<file path="src/rtl/sram_like_arbiter.sv">
// N-channel SRAM-like (req/addr_ok/data_ok) arbiter onto a single master port.
// Locks on the granted channel until addr_ok, and routes responses back in order through an index FIFO.
module sram_like_arbiter #(
    parameter int NUM_CH          = 2,
    parameter int ADDR_W          = 32,
    parameter int DATA_W          = 32,
    parameter int MAX_OUTSTANDING = 4,
    parameter int RR              = 0
) (
    input  logic                       clk,
    input  logic                       resetn,
    input  logic [NUM_CH-1:0]          ch_req,
    input  logic [NUM_CH-1:0]          ch_wr,
    input  logic [2*NUM_CH-1:0]        ch_size,
    input  logic [DATA_W/8*NUM_CH-1:0] ch_wstrb,
    input  logic [ADDR_W*NUM_CH-1:0]   ch_addr,
    input  logic [DATA_W*NUM_CH-1:0]   ch_wdata,
    output logic [NUM_CH-1:0]          ch_addr_ok,
    output logic [NUM_CH-1:0]          ch_data_ok,
    output logic [DATA_W-1:0]          ch_rdata,
    output logic                       m_req,
    output logic                       m_wr,
    output logic [1:0]                 m_size,
    output logic [DATA_W/8-1:0]        m_wstrb,
    output logic [ADDR_W-1:0]          m_addr,
    output logic [DATA_W-1:0]          m_wdata,
    input  logic                       m_addr_ok,
    input  logic                       m_data_ok,
    input  logic [DATA_W-1:0]          m_rdata,
    output logic                       err_unexpected
);
    localparam int CW = (NUM_CH > 1) ? $clog2(NUM_CH) : 1;
    localparam int AW = $clog2(MAX_OUTSTANDING);
    localparam int PW = AW + 1;
    localparam int SW = DATA_W / 8;

    typedef enum logic {IDLE, LOCKED} state_t;

    state_t              state_q, state_d;
    logic [CW-1:0]       gnt_q, rr_ptr_q, base, arb_idx, win, head;
    logic [2*NUM_CH-1:0] req_dbl;
    logic [NUM_CH-1:0]   req_rot;
    logic [PW-1:0]       wr_ptr_q, rd_ptr_q;
    logic [CW-1:0]       fifo_q [MAX_OUTSTANDING];
    logic                fifo_full, fifo_empty, hs, pop;

    assign fifo_empty = (wr_ptr_q == rd_ptr_q);
    assign fifo_full  = (wr_ptr_q[PW-1] != rd_ptr_q[PW-1]) &&
                        (wr_ptr_q[AW-1:0] == rd_ptr_q[AW-1:0]);
    assign head       = fifo_q[rd_ptr_q[AW-1:0]];

    // Rotate the request vector so the search always starts at bit 0.
    assign base    = (RR != 0) ? rr_ptr_q : '0;
    assign req_dbl = {ch_req, ch_req};
    assign req_rot = req_dbl[base +: NUM_CH];

    always_comb begin
        int off;
        int sum;
        off = 0;
        for (int i = NUM_CH - 1; i >= 0; i--) begin
            if (req_rot[i]) off = i;
        end
        sum = int'(base) + off;
        if (sum >= NUM_CH) sum = sum - NUM_CH;
        arb_idx = CW'(sum);
    end

    // m_req never depends on m_addr_ok; a lock entry already holds its FIFO slot.
    assign win   = (state_q == LOCKED) ? gnt_q : arb_idx;
    assign m_req = resetn && ((state_q == LOCKED) || (!fifo_full && (|ch_req)));
    assign hs    = m_req && m_addr_ok;
    assign pop   = resetn && m_data_ok && !fifo_empty;

    assign m_wr     = ch_wr[win];
    assign m_size   = ch_size[win*2 +: 2];
    assign m_wstrb  = ch_wstrb[win*SW +: SW];
    assign m_addr   = ch_addr[win*ADDR_W +: ADDR_W];
    assign m_wdata  = ch_wdata[win*DATA_W +: DATA_W];
    assign ch_rdata = m_rdata;

    always_comb begin
        ch_addr_ok = '0;
        ch_data_ok = '0;
        if (hs)  ch_addr_ok[win]  = 1'b1;
        if (pop) ch_data_ok[head] = 1'b1;
    end

    always_comb begin
        state_d = state_q;
        case (state_q)
            IDLE:    if (m_req && !m_addr_ok) state_d = LOCKED;
            LOCKED:  if (m_addr_ok)           state_d = IDLE;
            default:                          state_d = IDLE;
        endcase
    end

    always_ff @(posedge clk or negedge resetn) begin
        if (!resetn) begin
            state_q        <= IDLE;
            gnt_q          <= '0;
            rr_ptr_q       <= '0;
            wr_ptr_q       <= '0;
            rd_ptr_q       <= '0;
            err_unexpected <= 1'b0;
        end else begin
            state_q <= state_d;
            if (state_q == IDLE && m_req && !m_addr_ok) gnt_q <= arb_idx;
            if (RR != 0 && hs)
                rr_ptr_q <= (win == CW'(NUM_CH - 1)) ? '0 : win + 1'b1;
            if (hs)  wr_ptr_q <= wr_ptr_q + 1'b1;
            if (pop) rd_ptr_q <= rd_ptr_q + 1'b1;
            if (m_data_ok && fifo_empty) err_unexpected <= 1'b1;
        end
    end

    // Storage needs no reset: the pointers define which entries are live.
    always_ff @(posedge clk) begin
        if (hs) fifo_q[wr_ptr_q[AW-1:0]] <= win;
    end

endmodule

</file>
<file path="config.mk">
export PLATFORM = sky130hd
export DESIGN_NAME = sram_like_arbiter
export DESIGN_NICKNAME = d
export VERILOG_FILES = /design/src/rtl/sram_like_arbiter.sv
export SDC_FILE = /design/constraint.sdc
export NUM_CORES = 1
export LEC_CHECK = 0
export CORE_AREA = 2 2 111 113
export DETAILED_ROUTE_END_ITERATION = 10
export DIE_AREA = 0 0 113 115
export GPL_TIMING_DRIVEN = 1
export PLACE_DENSITY = 0.65
export SKIP_LAST_GASP = 1
export SLEW_MARGIN = 20
export SYNTH_ARGS = -nofsm -noshare
export SYNTH_HDL_FRONTEND = slang
export SYNTH_SLANG_ARGS = --single-unit
</file>
<file path="constraint.sdc">
create_clock -name clk -period 2.4 [get_ports clk]
set_input_delay 0.24 -clock clk [delete_from_list [all_inputs] [get_ports clk]]
set_output_delay 0.24 -clock clk [all_outputs]
set_load 0.03 [all_outputs]
</file>
==> qor.txt, run 1 <==
RUN STATUS
----------------------------------------------------------------------------
Run status                                                      finished, violations left
Violated checks                                                 design-rule violations

WORST SETUP PATH
----------------------------------------------------------------------------
Critical setup path kind                                        input pin to output port
Data arrival time of the critical path                               2.04 ns
Startpoint type of the worst setup path                            input pin
Max FO, Critical Path                                                     22
Required arrival time at the worst endpoint                          2.16 ns
Kind of end point of the critical path                           output port

PLACEMENT
----------------------------------------------------------------------------
Buffers on Ports                                                         224
Placer Congestion                                                      0.767
DP Wirelength                                                        6.89 mm
Post-Place Setup Slack                                             -0.133 ns

ROUTING
----------------------------------------------------------------------------
Remaining antenna violation count                                          0
DRC errors left                                                           12
Routed wire per std cell                                             15.3 um
Overall routed net length                                            7.99 mm
Routed vias/inst                                                        4.01
Initial DRT Pass Iterations                                                8
Total vias in the final route                                           2089
DRT iter0 DRCs                                                            43

FLOW RUN
----------------------------------------------------------------------------
Count of maximum capacitance violations                                    0

STA
----------------------------------------------------------------------------
Pin slew with the least headroom to its limit                       0.370 ns
Period minus WS final                                                2.28 ns
Worst Hold Margin                                                   0.379 ns
Final setup slack of the worst path                                 0.122 ns
Peak Freq                                                            439 MHz
Hold Fails Final Rpt                                                       0
Worst clock skew                                                  0.00291 ns
Setup violators final                                                      0
Setup repair after global routing missed its margin                       no
Share of the cycle needed by the critical path after routing           0.949
Worst max-slew margin expressed relative to the limit                  0.753
Count of final max-slew check failures                                     0

DIE
----------------------------------------------------------------------------
Die height                                                            115 um
Starting utilization of the core area                                  0.162
Number of cell rows                                                       40
Area of the die                                                    13000 um2
Horizontal extent of the die                                          113 um
Core Box Area                                                      11800 um2
Top-Level Pins                                                           289

GLOBAL ROUTE
----------------------------------------------------------------------------
Antenna violations before repair                                           0
Largest net degree at the start of global routing                         46
Global-route wire length before repair                               11.3 mm
All-Layer GR Usage                                                     0.109
Vias in the first global route                                          2268
Remaining Overflow, GRT                                                    0

SYNTHESIS
----------------------------------------------------------------------------
Fraction of the mapped netlist area in adder cells                    0.0327
Count of state elements after synthesis                                   13
Share of synthesized cell area in and, or, nand and nor gates         0.0766
Net count after synthesis                                                364
Mux cell area share after synthesis                                    0.444
Post-synthesis instance area                                        1910 um2
Fraction of the yosys area taken by sequential cells                   0.181
Warning count from the yosys run                                           0
Distinct cell type count of the synthesized netlist                       32
Post-Synth XOR/XNOR Area                                              0.0366
Combinational family with the most area after synthesis         multiplexers
Synthesized area per cell                                           10.7 um2
Post-synthesis instance total                                            179
Fraction of the mapped netlist area in compound gates                 0.0530

CLOCK TREE
----------------------------------------------------------------------------
Clock slew at reported path FFs                                      0.04 ns
Max H-tree Level                                                           1
Latest clock arrival within the worst-skew pair                      0.24 ns
Number of sinks handled by clock tree synthesis                           13
Post-CTS Hold Buffers                                                      0
Root buffer cell                                                   clkbuf_16
CTS tree                                                                done
Deepest clock path buffer count                                            2
Total CTS buffers                                                          3

POWER AND IR DROP
----------------------------------------------------------------------------
Power per standard cell area                                      680 nW/um2
Leakage component of the power                                       1.74 nW
IR Drop Worst-Case VDD                                                215 uV

LAYOUT
----------------------------------------------------------------------------
N_diodes                                                                   0
Final nets                                                               560
Area of the multi-input gates                                       1230 um2
Area taken by flip-flops and latches                                 345 um2
Post-synthesis to final-layout area growth                              115%
Fraction of final layout cells sized beyond drive strength 1           0.267
Layout filler cell count                                                1204

HOLD PATH
----------------------------------------------------------------------------
Worst Hold Class                                                input pin to async pin

worst max-delay path: stages:
cell,delay [ns]
clkdlybuf4s50_1,0.41
nor3b_2,0.17
a21oi_4,0.24
clkbuf_16,0.26
mux2_2,0.34
dlygate4sd2_1,0.36
report_power, final:
part	switching, mW	total [mW]	internal (mW)
logic	1.07	2.05	0.979
clock network	0.0874	0.311	0.224
registers	0.116	0.432	0.317
cell usage after synthesis:
| library cell | n | area share |
|---|---|---|
| a21boi_4 | 1 | 0.0098 |
| a21o_1 | 1 | 0.0039 |
| a21oi_1 | 2 | 0.0052 |
| a21oi_4 | 1 | 0.0085 |
| a221oi_1 | 1 | 0.0046 |
| a31oi_1 | 3 | 0.0098 |
| and2_1 | 2 | 0.0065 |
| and2b_2 | 4 | 0.018 |
| buf_4 | 32 | 0.13 |
| buf_6 | 7 | 0.041 |
| dfrtp_1 | 9 | 0.12 |
| edfxtp_1 | 4 | 0.063 |
| ha_1 | 5 | 0.033 |
| inv_1 | 5 | 0.0098 |
| mux2_1 | 5 | 0.029 |
| mux2_2 | 67 | 0.39 |
| mux2_4 | 1 | 0.0079 |
| mux4_2 | 1 | 0.012 |
| nand2_1 | 2 | 0.0039 |
| nand3_1 | 2 | 0.0052 |
| nand3_2 | 1 | 0.0052 |
| nor2_1 | 6 | 0.012 |
| nor2b_1 | 1 | 0.0033 |
| nor3_1 | 1 | 0.0026 |
| nor3_2 | 1 | 0.0052 |
| nor3b_1 | 2 | 0.0079 |
| nor3b_2 | 1 | 0.0065 |
| o211ai_1 | 1 | 0.0039 |
| o21ai_0 | 1 | 0.0026 |
| o2bb2ai_1 | 1 | 0.0046 |
| xnor2_1 | 3 | 0.014 |
| xor2_1 | 5 | 0.023 |
cells in the final DEF, fill, tap and decap left out, types with 2 or more instances in the layout:
master / n
a21oi_1: 2
a31oi_1: 3
and2_1: 2
and2b_2: 4
buf_12: 4
buf_4: 14
clkbuf_16: 4
clkdlybuf4s50_1: 148
dfrtp_1: 9
dlygate4sd2_1: 61
dlymetal6s2s_1: 2
edfxtp_1: 4
ha_1: 5
inv_1: 5
mux2_1: 5
mux2_2: 67
nand2_1: 2
nand3_1: 2
nor2_1: 6
nor3b_1: 2
xnor2_1: 3
xor2_1: 5
state kept, by name, indices dropped and copies added (netlist names):
name and count:
gnt_q 1, rd_ptr_q 3, fifo_q 4, state_q 1, wr_ptr_q 3, err_unexpected 1
path summary, 6_finish.rpt:
check                          startpoint        endpoint  slack (ns)  cells after the start
setup / recovery                ch_req[1]       m_addr[9]        0.12                      6
hold / removal                     resetn     wr_ptr_q[0]        0.38                      2
setup reg to reg              wr_ptr_q[1]       fifo_q[1]        0.64                      4
hold reg to reg            err_unexpected  err_unexpected        0.45                      1
max in group asynchronous          resetn     rd_ptr_q[0]        1.87                      2
min in group clk           err_unexpected  err_unexpected        0.45                      1
cells by family (layout without fill, tap and decap cells):
| family | Yosys count | in the layout |
|---|---|---|
| adder cells (fa/ha/maj) | 5 | 5 |
| flip-flops | 13 | 13 |
| multiplexers | 74 | 74 |
| AO/OA/AOI/OAI | 12 | 12 |
| XOR/XNOR | 8 | 8 |
| AND/OR/NAND/NOR | 23 | 23 |
| buffers and inverters | 44 | 239 |
final cells by class:
| class | count | area share |
|---|---|---|
| well taps | 147 | 0.0448 |
| inverters | 5 | 0.00457 |
| clock buffers | 4 | 0.0192 |
| flip-flops and latches | 13 | 0.0841 |
| repair buffers | 230 | 0.548 |
| multi-input cells | 122 | 0.299 |
what timing repair did:
item                                    CTS  global route
gates resized for setup                  61             2
buffers inserted                          0             0
gates cloned                              0             1
endpoints found under the setup margin   62             2
per-layer routing:
layer  share of wire  global-route usage  vias to the layer above
met5               0                   0                        -
met4           0.021              0.0333                        0
met3            0.12              0.0364                       17
met2            0.52               0.209                      132
met1            0.34               0.113                      940
li1                -                   -                     1000
through the flow:
step / total power, mW / cells / setup TNS [ns] / utilization / cell area, um2
2_1_floorplan: 1.86 / 179 / 0 / - / 1910
3_3_place_gp: 2.58 / 516 / -4.99 / 0.345 / 4070
3_5_place_dp: 2.62 / 516 / -5.08 / 0.345 / 4070
4_1_cts: 2.80 / 520 / -0.0977 / 0.345 / 4080
5_1_grt: 2.98 / 521 / 0 / 0.348 / 4110
6_report: 2.79 / 521 / 0 / 0.348 / 4110
No activity file was read; power rests on OpenSTA's default activity.
==> inputs of run 2 (changes only) <==
--- a/config.mk
+++ b/config.mk
@@ -6,6 +6,7 @@
 export NUM_CORES = 1
 export LEC_CHECK = 0
 export CORE_AREA = 2 2 111 113
+export CTS_CLUSTER_SIZE = 10
 export DETAILED_ROUTE_END_ITERATION = 10
 export DIE_AREA = 0 0 113 115
 export GPL_TIMING_DRIVEN = 1
==> results of run 2 <==
Same layout as run 1: the final DEF is identical, and so are final timing and power.
